## config.mk

```make
export PLATFORM = sky130hd
export DESIGN_NAME = six_gate_test_sequencer
export DESIGN_NICKNAME = d
export VERILOG_FILES = /design/src/rtl/six_gate_pkg.sv /design/src/rtl/six_gate_pattern_gen.sv /design/src/rtl/six_gate_test_sequencer.sv
export SDC_FILE = /design/constraint.sdc
export NUM_CORES = 1
export LEC_CHECK = 0
export BUFFER_PORTS_ARGS = -buffer_cell sky130_fd_sc_hd__buf_2
export CORE_MARGIN = 2
export CORE_UTILIZATION = 55
export CTS_BUF_LIST = sky130_fd_sc_hd__clkbuf_2
export CTS_CLUSTER_SIZE = 12
export DETAILED_ROUTE_END_ITERATION = 6
export PLACE_DENSITY = 0.87
export SYNTH_ARGS = -nofsm -noshare
export SYNTH_HDL_FRONTEND = slang
export SYNTH_SLANG_ARGS = --single-unit
```

## constraint.sdc

```tcl
create_clock -name clk -period 2.45 [get_ports clk]
set_input_delay 0.3675 -clock clk [delete_from_list [all_inputs] [get_ports clk]]
set_output_delay 0.3675 -clock clk [all_outputs]
set_load 0.1 [all_outputs]
```

## src/rtl/six_gate_pkg.sv

```systemverilog
`default_nettype none
// +----------------------------------------------------------------------------+
// | Module   : six_gate_pkg                                                    |
// | Purpose  : Shared constants and types for the six-gate test sequencer:    |
// |            gate width, error counter width, sequencer state encoding and   |
// |            the base stimulus table (cumulative walking-one).               |
// | Revision : 1.0 - initial release                                           |
// +----------------------------------------------------------------------------+
package six_gate_pkg;

  localparam int GATE_W  = 6;   // six gates per package
  localparam int ERR_W   = 8;   // saturating failure counter
  localparam int IDX_W   = 7;   // covers 7 base + 64 sweep vectors
  localparam int CNT_W   = 4;   // settle counter, SETTLE_CYCLES up to 15
  localparam int BASE_N  = 7;
  localparam int SWEEP_N = 64;

  typedef enum logic [2:0] {
    ST_IDLE   = 3'd0,
    ST_DRIVE  = 3'd1,
    ST_SETTLE = 3'd2,
    ST_CHECK  = 3'd3,
    ST_DONE   = 3'd4
  } state_t;

  // Each entry turns on one more gate than the previous one.
  localparam logic [GATE_W-1:0] BASE_PAT [BASE_N] = '{
    6'h00, 6'h01, 6'h03, 6'h07, 6'h0F, 6'h1F, 6'h3F
  };

endpackage
`default_nettype wire

```

## src/rtl/six_gate_pattern_gen.sv

```systemverilog
`default_nettype none
// +----------------------------------------------------------------------------+
// | Module   : six_gate_pattern_gen                                            |
// | Purpose  : Maps a vector index to the 6-bit stimulus pattern and flags the |
// |            final vector of the run.                                        |
// | Ports    : i_index   - vector index (0 = first pattern)                    |
// |            o_pattern - stimulus for gate inputs A6..A1                     |
// |            o_last    - high when i_index is the final vector               |
// | Config   : SIX_GATE_TEST_EXHAUSTIVE_EN appends a 0x00..0x3F sweep after   |
// |            the 7 base patterns (71 vectors); otherwise 7 vectors.         |
// | Revision : 1.0 - initial release                                           |
// +----------------------------------------------------------------------------+
module six_gate_pattern_gen
  import six_gate_pkg::*;
(
  input  logic [IDX_W-1:0]  i_index,
  output logic [GATE_W-1:0] o_pattern,
  output logic              o_last
);

  logic w_in_base;
  assign w_in_base = (i_index < IDX_W'(BASE_N));

`ifdef SIX_GATE_TEST_EXHAUSTIVE_EN
  // Sweep offset; for base indices this wraps to a large value and never
  // matches the final-sweep compare, so no extra qualification is needed.
  logic [IDX_W-1:0] w_sweep;
  assign w_sweep = i_index - IDX_W'(BASE_N);

  always_comb begin
    o_pattern = '0;
    if (w_in_base) begin
      o_pattern = BASE_PAT[i_index[2:0]];
    end else begin
      o_pattern = w_sweep[GATE_W-1:0];
    end
  end

  assign o_last = (w_sweep == IDX_W'(SWEEP_N - 1));
`else
  always_comb begin
    o_pattern = '0;
    if (w_in_base) begin
      o_pattern = BASE_PAT[i_index[2:0]];
    end
  end

  assign o_last = (i_index == IDX_W'(BASE_N - 1));
`endif

endmodule
`default_nettype wire

```

## src/rtl/six_gate_test_sequencer.sv

```systemverilog
`default_nettype none
// +----------------------------------------------------------------------------+
// | Module   : six_gate_test_sequencer                                         |
// | Purpose  : Self-test controller for a six-gate inverter/buffer model.      |
// |            Drives each stimulus vector, waits SETTLE_CYCLES, samples the   |
// |            gate outputs, and reports pass, error count and first failure.  |
// | Params   : SETTLE_CYCLES - hold cycles before sampling (1..15)             |
// |            INVERT        - 1: expect y = ~a, 0: expect y = a               |
// | Ports    : clk, rst          - clock, synchronous active-high reset        |
// |            i_start          - run request, honoured only in IDLE           |
// |            i_abort          - stop the run, no done pulse                  |
// |            i_y              - gate outputs Y6..Y1                          |
// |            o_a              - gate inputs A6..A1                           |
// |            o_busy           - high in DRIVE/SETTLE/CHECK                   |
// |            o_done           - one-cycle completion pulse                   |
// |            o_pass           - last completed run had zero errors          |
// |            o_err_count      - failing vectors, saturates at 255           |
// |            o_first_fail_pat - stimulus of the first failing vector        |
// |            o_first_fail_y   - outputs sampled at the first failure        |
// | Config   : SIX_GATE_TEST_EXHAUSTIVE_EN (in six_gate_pattern_gen) extends  |
// |            the run with a full 64-vector sweep.                            |
// | Revision : 1.0 - initial release                                           |
// +----------------------------------------------------------------------------+
module six_gate_test_sequencer
  import six_gate_pkg::*;
#(
  parameter int   SETTLE_CYCLES = 2,
  parameter logic INVERT        = 1'b1
)(
  input  logic              clk,
  input  logic              rst,
  input  logic              i_start,
  input  logic              i_abort,
  input  logic [GATE_W-1:0] i_y,
  output logic [GATE_W-1:0] o_a,
  output logic              o_busy,
  output logic              o_done,
  output logic              o_pass,
  output logic [ERR_W-1:0]  o_err_count,
  output logic [GATE_W-1:0] o_first_fail_pat,
  output logic [GATE_W-1:0] o_first_fail_y
);

  localparam logic [CNT_W-1:0] C_SETTLE_LAST = CNT_W'(SETTLE_CYCLES - 1);

  state_t             r_state;
  state_t             w_state_nxt;

  logic [GATE_W-1:0]  r_a;
  logic               r_last;
  logic [IDX_W-1:0]   r_index;
  logic [CNT_W-1:0]   r_settle_cnt;
  logic               r_pass;
  logic [ERR_W-1:0]   r_err_count;
  logic [GATE_W-1:0]  r_ff_pat;
  logic [GATE_W-1:0]  r_ff_y;

  logic [IDX_W-1:0]   w_gen_idx;
  logic [GATE_W-1:0]  w_pat;
  logic               w_pat_last;
  logic [GATE_W-1:0]  w_expect;
  logic               w_mismatch;

  logic               w_start_run;
  logic               w_enter_drive;
  logic               w_enter_done;
  logic               w_go_quiet;
  logic               w_do_check;

  // r_index always points at the next vector to drive; IDLE forces vector 0
  // so a run always begins at the start of the table.
  assign w_gen_idx = (r_state == ST_IDLE) ? '0 : r_index;

  six_gate_pattern_gen u_pattern_gen (
    .i_index   (w_gen_idx),
    .o_pattern (w_pat),
    .o_last    (w_pat_last)
  );

  assign w_expect   = INVERT ? ~r_a : r_a;
  assign w_mismatch = (i_y != w_expect);

  // ---------------------------------------------------------------- state reg
  always_ff @(posedge clk) begin
    if (rst) begin
      r_state <= ST_IDLE;
    end else begin
      r_state <= w_state_nxt;
    end
  end

  // --------------------------------------------------------------- next state
  always_comb begin
    w_state_nxt = r_state;
    if (i_abort && (r_state != ST_IDLE)) begin
      w_state_nxt = ST_IDLE;
    end else begin
      case (r_state)
        ST_IDLE:   if (i_start) w_state_nxt = ST_DRIVE;
        ST_DRIVE:  w_state_nxt = ST_SETTLE;
        ST_SETTLE: if (r_settle_cnt == C_SETTLE_LAST) w_state_nxt = ST_CHECK;
        ST_CHECK:  w_state_nxt = r_last ? ST_DONE : ST_DRIVE;
        ST_DONE:   w_state_nxt = ST_IDLE;
        default:   w_state_nxt = ST_IDLE;
      endcase
    end
  end

  // ------------------------------------------------------------------ outputs
  always_comb begin
    o_busy        = (r_state == ST_DRIVE) || (r_state == ST_SETTLE) ||
                    (r_state == ST_CHECK);
    o_done        = (r_state == ST_DONE);
    w_start_run   = (r_state == ST_IDLE) && (w_state_nxt == ST_DRIVE);
    w_enter_drive = (w_state_nxt == ST_DRIVE);
    w_enter_done  = (w_state_nxt == ST_DONE);
    // Any exit from an active run (completion or abort) parks the inputs at 0.
    w_go_quiet    = (r_state != ST_IDLE) &&
                    ((w_state_nxt == ST_IDLE) || (w_state_nxt == ST_DONE));
    // An abort landing on CHECK discards that vector's result.
    w_do_check    = (r_state == ST_CHECK) && (w_state_nxt != ST_IDLE);
  end

  // ----------------------------------------------------------------- datapath
  always_ff @(posedge clk) begin
    if (rst) begin
      r_a          <= '0;
      r_last       <= 1'b0;
      r_index      <= '0;
      r_settle_cnt <= '0;
      r_pass       <= 1'b0;
      r_err_count  <= '0;
      r_ff_pat     <= '0;
      r_ff_y       <= '0;
    end else begin
      // Stimulus changes only when a vector is launched or the run ends.
      if (w_enter_drive) begin
        r_a     <= w_pat;
        r_last  <= w_pat_last;
        r_index <= w_gen_idx + IDX_W'(1);
      end else if (w_go_quiet) begin
        r_a     <= '0;
        r_last  <= 1'b0;
        r_index <= '0;
      end

      if (r_state == ST_SETTLE) begin
        r_settle_cnt <= r_settle_cnt + CNT_W'(1);
      end else begin
        r_settle_cnt <= '0;
      end

      if (w_start_run) begin
        r_err_count <= '0;
        r_ff_pat    <= '0;
        r_ff_y      <= '0;
      end else if (w_do_check && w_mismatch) begin
        if (r_err_count != '1) begin
          r_err_count <= r_err_count + ERR_W'(1);
        end
        // Counter is cleared at start and never wraps, so zero means this is
        // the first failure of the run.
        if (r_err_count == '0) begin
          r_ff_pat <= r_a;
          r_ff_y   <= i_y;
        end
      end

      // Include the final vector's result so pass is valid alongside done.
      if (w_enter_done) begin
        r_pass <= (r_err_count == '0) && !w_mismatch;
      end
    end
  end

  assign o_a              = r_a;
  assign o_pass           = r_pass;
  assign o_err_count      = r_err_count;
  assign o_first_fail_pat = r_ff_pat;
  assign o_first_fail_y   = r_ff_y;

endmodule
`default_nettype wire

```

==> metrics.md, run 1 <==
| Metric | Value |
|---|---|
| Routed WL per cell | approximately 13 um |
| # Post-CTS Setup Buffers | 0 |
| CP Capture Point | o_err_count[5] |
| ANT nets after route | 0 |
| Die width | 65.3 um |
| Vias | 1875 |
| LEAKAGE | 1.11 nW |
| CTS Root Cell | clkbuf_2 |
| Commonest non-fill, non-tap cell in the layout | buf_2 |
| Drt drc | 0 |
| Via/cell ratio | approximately 5.8 |
| DR iter-0 viols | roughly 170 |
| Ports | 39 |
| Final hold violations | 0 |
| Yosys reg bits | 42 |
| Max-cap violation count | 0 |
| Worst R2R Start | r_state[1] |
| # port buffers | 38 |
| Mapped Area | 2070 um2 |
| Total CTS buffers | 5 |
| Syn_nets | 254 |
| Highest net fanout along the worst path | 9 |
| Worst Reg-to-Reg Cells | 6 |
| CP Launch Type | flip-flop |
| Die ar. | 4260 um2 |
| Final min period | 2.28 ns |
| WP data required | between 2 and 3 ns |
| Multiplexer area fraction after synthesis | under 10% |
| Layout Area Growth over Synthesis | 14.1% |
| CTS max path bufs | 2 |
| Final #Nets | 294 |
| Largest family of logic cells by synthesized area | simple AND/OR/NAND/NOR gates |
| Worst VDD drop | 369 uV |
| Clk Latency, worst-skew pair | 0.42 ns |
| Reg2reg setup slack | 0.17 ns |
| Tot GR Track Use | 22.1% |
| Hold crit path type | in -> reg |
| Syn. warnings | 0 |
| Post-Synth Simple-Gate Area | between 20 and 25% |
| Num rows | 22 |
| Clock sink count | 42 |
| Slew margin rel. | 61.8% |
| Layout fillers | 311 |
| Core area | 3630 um2 |
| Ant. Diodes | 0 |
| CTS clk-pin slew, worst paths | about 0.23 ns |
| Adder-cell area share of the yosys netlist | 4.84% |
| RSZ-0062 raised after global routing | false |
| CTS hold repair buffers | 0 |
| Initial antenna violation count | 0 |
| Status | complete, no violations |
| Die height | between 60 and 70 um |
| Layout cells sized above 1 | 24.2% |
| Crit. End Element | flip-flop |
| Critical path launch point | r_state[1] |
| Number of global-route vias before repair | 1652 |
| First-pass GRT wire length | about 7400 um |
| Routability cong. | approximately 0.89 |
| CTS tree | yes |
| Fin crit share | slightly above 90% |
| Critical Path AT | 2.64 ns |
| End of the worst register-to-register path | o_err_count[5] |
| EDFF count, synth | 0 |
| Final Max Slew Viols | 0 |
| Setup Viol. Count Final | 0 |
| Global route overflow | 0 |
| Cell variety after synth | 49 |
| Dpl ws | ~0.22 ns |
| Post-synthesis xor/xnor area fraction | around 3.4% |
| Ys async rst share | 0% |
| Compound-Gate Fraction of Synth Area | 17.2% |
| Seq/Total Area, Yosys | between 40% and 50% |
| Max Freq | roughly 440 MHz |
| First-pass detailed-route iteration total | 4 |
| Initial Util | 56.9% |
| Clock Skew | around 0.024 ns |
| HPWL Detailed | 3260 um |
| CP Class | reg -> reg |
| Synth Flop Type | dfxtp_1 |
| Most frequent cells in the layout | 38 x buf_2, 35 x nor2_1, 35 x dfxtp_1 |
| H-tree depth | 2 |
| Post-synthesis average cell area | 8.76 um2 |
| Slew at the pin closest to its max-slew limit | 0.571 ns |
| Pin count of the biggest net entering global routing | 18 |
| TNS Setup | 0 ns |
| DRT Wirelength | roughly 4300 um |
| Post-cts sizing count | 0 |
| Final worst slack | approximately 0.17 ns |
| Synth Instances | 236 |
| Power density over the cells | 478 nW/um2 |
==> stage by stage <==
stage,hold WS [ns],cell area [um2],util [%],total power (W),instances
final,0.187,2360,64.9,0.00113,325
after global routing,0.162,2360,64.9,0.00118,325
after CTS,0.179,2360,64.9,0.00113,325
after detailed placement,0.468,2310,63.5,0.000821,317
after global placement,0.452,2310,63.5,0.000818,317
after floorplan,0.433,2080,-,0.000791,236
==> worst min path at each step <==
stage	start	to	slack [ns]	cells after the start
2_1_floorplan	r_settle_cnt[0]	r_settle_cnt[0]	0.43	1
3_3_place_gp	r_settle_cnt[0]	r_settle_cnt[0]	0.45	1
3_5_place_dp	r_settle_cnt[0]	r_settle_cnt[0]	0.47	1
4_1_cts	i_y[0]	o_first_fail_y[0]	0.18	3
5_1_grt	i_y[0]	o_first_fail_y[0]	0.16	3
6_report	i_y[2]	o_first_fail_y[2]	0.19	3
==> synth_stat cells (2+ instances only) <==
library cell	number	area, um2
a211oi_1	3	22.5
a21o_1	5	37.5
a21oi_1	13	65.1
a22oi_1	3	22.5
a31oi_1	2	12.5
a41o_1	3	30.0
and2_1	2	12.5
and3_1	5	31.3
buf_2	2	10.0
clkbuf_1	5	18.8
dfxtp_1	42	841
ha_1	8	100
inv_1	8	30.0
mux2i_1	12	120
nand2_1	16	60.1
nand2b_1	2	12.5
nand3_1	6	30.0
nand4_1	2	12.5
nor2_1	35	131
nor3_1	4	20.0
nor4_1	4	25.0
o21ai_0	8	40.0
o31ai_1	2	15.0
or2_2	5	31.3
or3_1	8	50.1
or4_1	2	15.0
xnor2_1	3	26.3
xor2_1	5	43.8
==> power breakdown <==
group / switching (W) / internal [W] / total (W)
combinational: 0.0000772 / 0.0000363 / 0.000114
sequential: 0.00000617 / 0.000689 / 0.000695
clock: 0.000242 / 0.0000755 / 0.000318
total: 0.000326 / 0.000801 / 0.00113
==> kinds of logic (layout without fill, tap and decap cells) <==
| kind of cell | after synthesis | count (layout) |
|---|---|---|
| buf+inv | 16 | 57 |
| xor+xnor | 8 | 8 |
| flops | 42 | 42 |
| mux | 13 | 13 |
| fa+ha+maj | 8 | 8 |
| compound gates | 51 | 51 |
| simple gates | 98 | 98 |
==> flip-flops by register name (all words and copies together) (netlist names) <==
register          flops
r_settle_cnt          4
o_first_fail_pat      6
r_state               3
r_last                1
o_pass                1
o_err_count           8
o_a                   6
r_index               7
o_first_fail_y        6
==> critical path, stage by stage (launching register included) <==
cell,delay [ns]
dfxtp_1,0.54
nand2b_4,0.10
or4_4,0.50
a221oi_2,0.35
nor2_2,0.11
or4_1,0.51
a21oi_1,0.14
==> layer usage <==
layer / track usage (%) / share of wire, % / vias to the layer above
met3: 5.82 / 5.6 / 8
li1: - / - / 932
met5: 0 / 0 / -
met1: 28.0 / 45 / 873
met2: 37.4 / 48 / 62
met4: 5.47 / 1.2 / 0
==> layout make-up <==
type,count,area [um2],area share (%)
inverter,8,30.0,1.27
multi-input combinational,178,1160,49.0
tap,48,60.1,2.55
sequential,42,850,36.0
clock buffer,5,25.0,1.06
clock inverter,3,25.0,1.06
timing repair buffer,41,213,9.02
(Power assumes the default switching activity.)
==> inputs of run 2 (changes only) <==
--- a/config.mk
+++ b/config.mk
@@ -6,12 +6,14 @@
 export NUM_CORES = 1
 export LEC_CHECK = 0
 export BUFFER_PORTS_ARGS = -buffer_cell sky130_fd_sc_hd__buf_2
+export CELL_PAD_IN_SITES_DETAIL_PLACEMENT = 2
+export CELL_PAD_IN_SITES_GLOBAL_PLACEMENT = 2
 export CORE_MARGIN = 2
-export CORE_UTILIZATION = 55
+export CORE_UTILIZATION = 34
 export CTS_BUF_LIST = sky130_fd_sc_hd__clkbuf_2
 export CTS_CLUSTER_SIZE = 12
 export DETAILED_ROUTE_END_ITERATION = 6
-export PLACE_DENSITY = 0.87
+export PLACE_DENSITY = 0.89
 export SYNTH_ARGS = -nofsm -noshare
 export SYNTH_HDL_FRONTEND = slang
 export SYNTH_SLANG_ARGS = --single-unit
==> constraint.sdc (replaced) <==
create_clock -name clk -period 2.2 [get_ports clk]
set_input_delay 0.33 -clock clk [delete_from_list [all_inputs] [get_ports clk]]
set_output_delay 0.33 -clock clk [all_outputs]
set_load 0.1 [all_outputs]
==> run 2 against run 1 <==
  * Sequential share of layout area decreased by 2.5 points
  * Global-route usage decreased by 1.4 points
  * Critical path depth increased by 2
  * The flow now finishes with violations (setup timing)
  * Cell area increased by 9.3%
  * Largest power group unchanged
==> metrics.md, run 2 (synthesis results as in run 1) <==
| Metric | Value |
|---|---|
| Pin count of the biggest net entering global routing | 18 (unchanged) |
| Tot GR Track Use | 20.7% (-1.4 points) |
| Max Freq | 441 MHz (+0.40%) |
| First-pass GRT wire length | 10500 um (+42%) |
| Num rows | 28 (+27%) |
| CTS clk-pin slew, worst paths | 0.28 ns (+0.05 ns) |
| DRT Wirelength | 7880 um (+81%) |
| Final worst slack | -0.0690 ns (-0.241 ns) |
| Largest register FFs | 8 (unchanged) |
| Placed cell areas | 2430 um2 (+5.3%) |
| Status | finished, violations left |
| Crit. End Element | flip-flop |
| CP Launch Type | flip-flop |
| HPWL Detailed | 4990 um (+53%) |
| LEAKAGE | 1.18 nW (+6.0%) |
| WP data required | 2.58 ns (-0.23 ns) |
| Routed WL per cell | 21.8 um (+63%) |
| Via/cell ratio | 5.75 (-0.36%) |
| Dpl ws | 0.00386 ns (-0.216 ns) |
| CP Class | reg -> reg |
| DR iter-0 viols | 58 (-65%) |
| Setup Viol. Count Final | 3 (+3) |
| Vias | 2081 (+11%) |
| # Post-CTS Setup Buffers | 0 (unchanged) |
| Most frequent cells in the layout | 39 x buf_2, 32 x nor2_1, 27 x dfxtp_1 |
| Clock Skew | 0.0565 ns (+0.0323 ns) |
| Drt drc | 0 (unchanged) |
| Fin Hold WS | 0.163 ns (-0.0245 ns) |
| Final hold violations | 0 (unchanged) |
| CTS Root Cell | clkbuf_2 |
| CTS max path bufs | 2 (unchanged) |
| Commonest non-fill, non-tap cell in the layout | buf_2 |
| Number of global-route vias before repair | 2081 (+26%) |
| Post-route cell area | 2580 um2 (+9.3%) |
| Routability cong. | 0.745 (-16%) |
| Slowest CP cell | or4b_4 |
| Ports | 39 (unchanged) |
| CTS hold repair buffers | 0 (unchanged) |
| Initial antenna violation count | 0 (unchanged) |
| Die height | 82.0 um (+26%) |
| Fin crit share | 103% (+10 points) |
| Core area | 5890 um2 (+62%) |
| Worst VDD drop | 270 uV (-27%) |
| ANT nets after route | 0 (unchanged) |
| Initial Util | 35.1% (-22 points) |
| Die ar. | 6720 um2 (+58%) |
| First-pass detailed-route iteration total | 4 (unchanged) |
| Layout Area Growth over Synthesis | 24.8% |
| Final #Nets | 304 (+3.4%) |
| Failing checks | setup timing |
| CP peak stage delay | 0.48 ns (-0.06 ns) |
| Layout cells sized above 1 | 33.4% (+9.3 points) |
| H-tree depth | 2 (unchanged) |
| Crit path cell chain | inv_1 > ha_1 > or4b_4 > nor4_4 > o211ai_1 > buf_6 > mux2i_1 > nor2_1 |
| Ant. Diodes | 0 (unchanged) |
| Slew at the pin closest to its max-slew limit | 0.565 ns (-0.00620 ns) |
| Final min period | 2.27 ns (-0.00900 ns) |
| Final Max Slew Viols | 0 (unchanged) |
| # port buffers | 38 (unchanged) |
| Clock sink count | 42 (unchanged) |
| Max-cap violation count | 0 (unchanged) |
| Final Util | 43.8% (-21 points) |
| Critical Path AT | 2.65 ns (about the same) |
| Die width | 82.0 um (+26%) |
| Hold crit path type | in -> reg |
| Power density over the cells | 551 nW/um2 (+15%) |
| CTS tree | yes |
| Global route overflow | 0 (unchanged) |
| Total CTS buffers | 5 (unchanged) |
| Clk Latency, worst-skew pair | 0.45 ns (+0.03 ns) |
| Highest net fanout along the worst path | 6 (-3) |
| RSZ-0062 raised after global routing | true |
| Slew margin rel. | 62.0% (+0.26 points) |
run 2: timing repair:
| action | in CTS | in global routing |
|---|---|---|
| setup endpoints to repair | 6 | 11 |
| pin swaps | 0 | 5 |
| cloned | 0 | 1 |
| gates resized for setup | 2 | 15 |
run 2: layout make-up:
cell class,count,area (um2)
Clock buffer,5,25.0
Clock inverter,3,43.8
Fill cell,663,3310
Inverter,8,30.0
Multi-Input combinational cell,178,1230
Sequential cell,42,865
Tap cell,75,93.8
Timing Repair Buffer,51,293
run 2: power by group:
| part | internal, W | total [W] | switching (W) | leakage (nW) |
|---|---|---|---|---|
| Sequential | 0.000766 | 0.000770 | 0.00000434 | 0.347 |
| Clock | 0.000192 | 0.000488 | 0.000296 | 0.0395 |
| Combinational | 0.0000549 | 0.000163 | 0.000108 | 0.793 |
| Total | 0.00101 | 0.00142 | 0.000409 | 1.18 |
run 2: routing by layer:
metal	GRT usage, %	vias to the layer above	share of wire, %
met4	7.00	0	3.7
met3	3.85	22	3.1
met2	38.5	47	53
met5	0	-	0
li1	-	949	-
met1	23.5	1063	40
run 2: stage by stage:
stage                     TNS (ns)  std cells  total power [W]
after detailed placement         0        353         0.000931
final                      -0.0966        362          0.00142
after global placement           0        353         0.000926
after floorplan                  0        236         0.000879
after global routing        -0.697        362          0.00147
after CTS                        0        361          0.00141
run 2: path summary, 6_finish.rpt:
| kind | start | endpoint | slack, ns | depth (start not counted) |
|---|---|---|---|---|
| worst max-delay path | o_err_count[0] | o_first_fail_y[2] | -0.07 | 8 |
| worst min-delay path | i_y[4] | o_first_fail_y[4] | 0.16 | 3 |
| worst max register to register | o_err_count[0] | o_first_fail_y[2] | -0.07 | 8 |
| worst min register to register | r_index[6] | r_index[6] | 0.50 | 1 |
run 2: worst max-delay path: cells and delay by family (launching register included):
family	cells	cell delay (ns)
compound gates	1	0.20
fa+ha+maj	1	0.17
buf+inv	2	0.32
flops	1	0.41
mux	1	0.12
simple gates	3	1.01
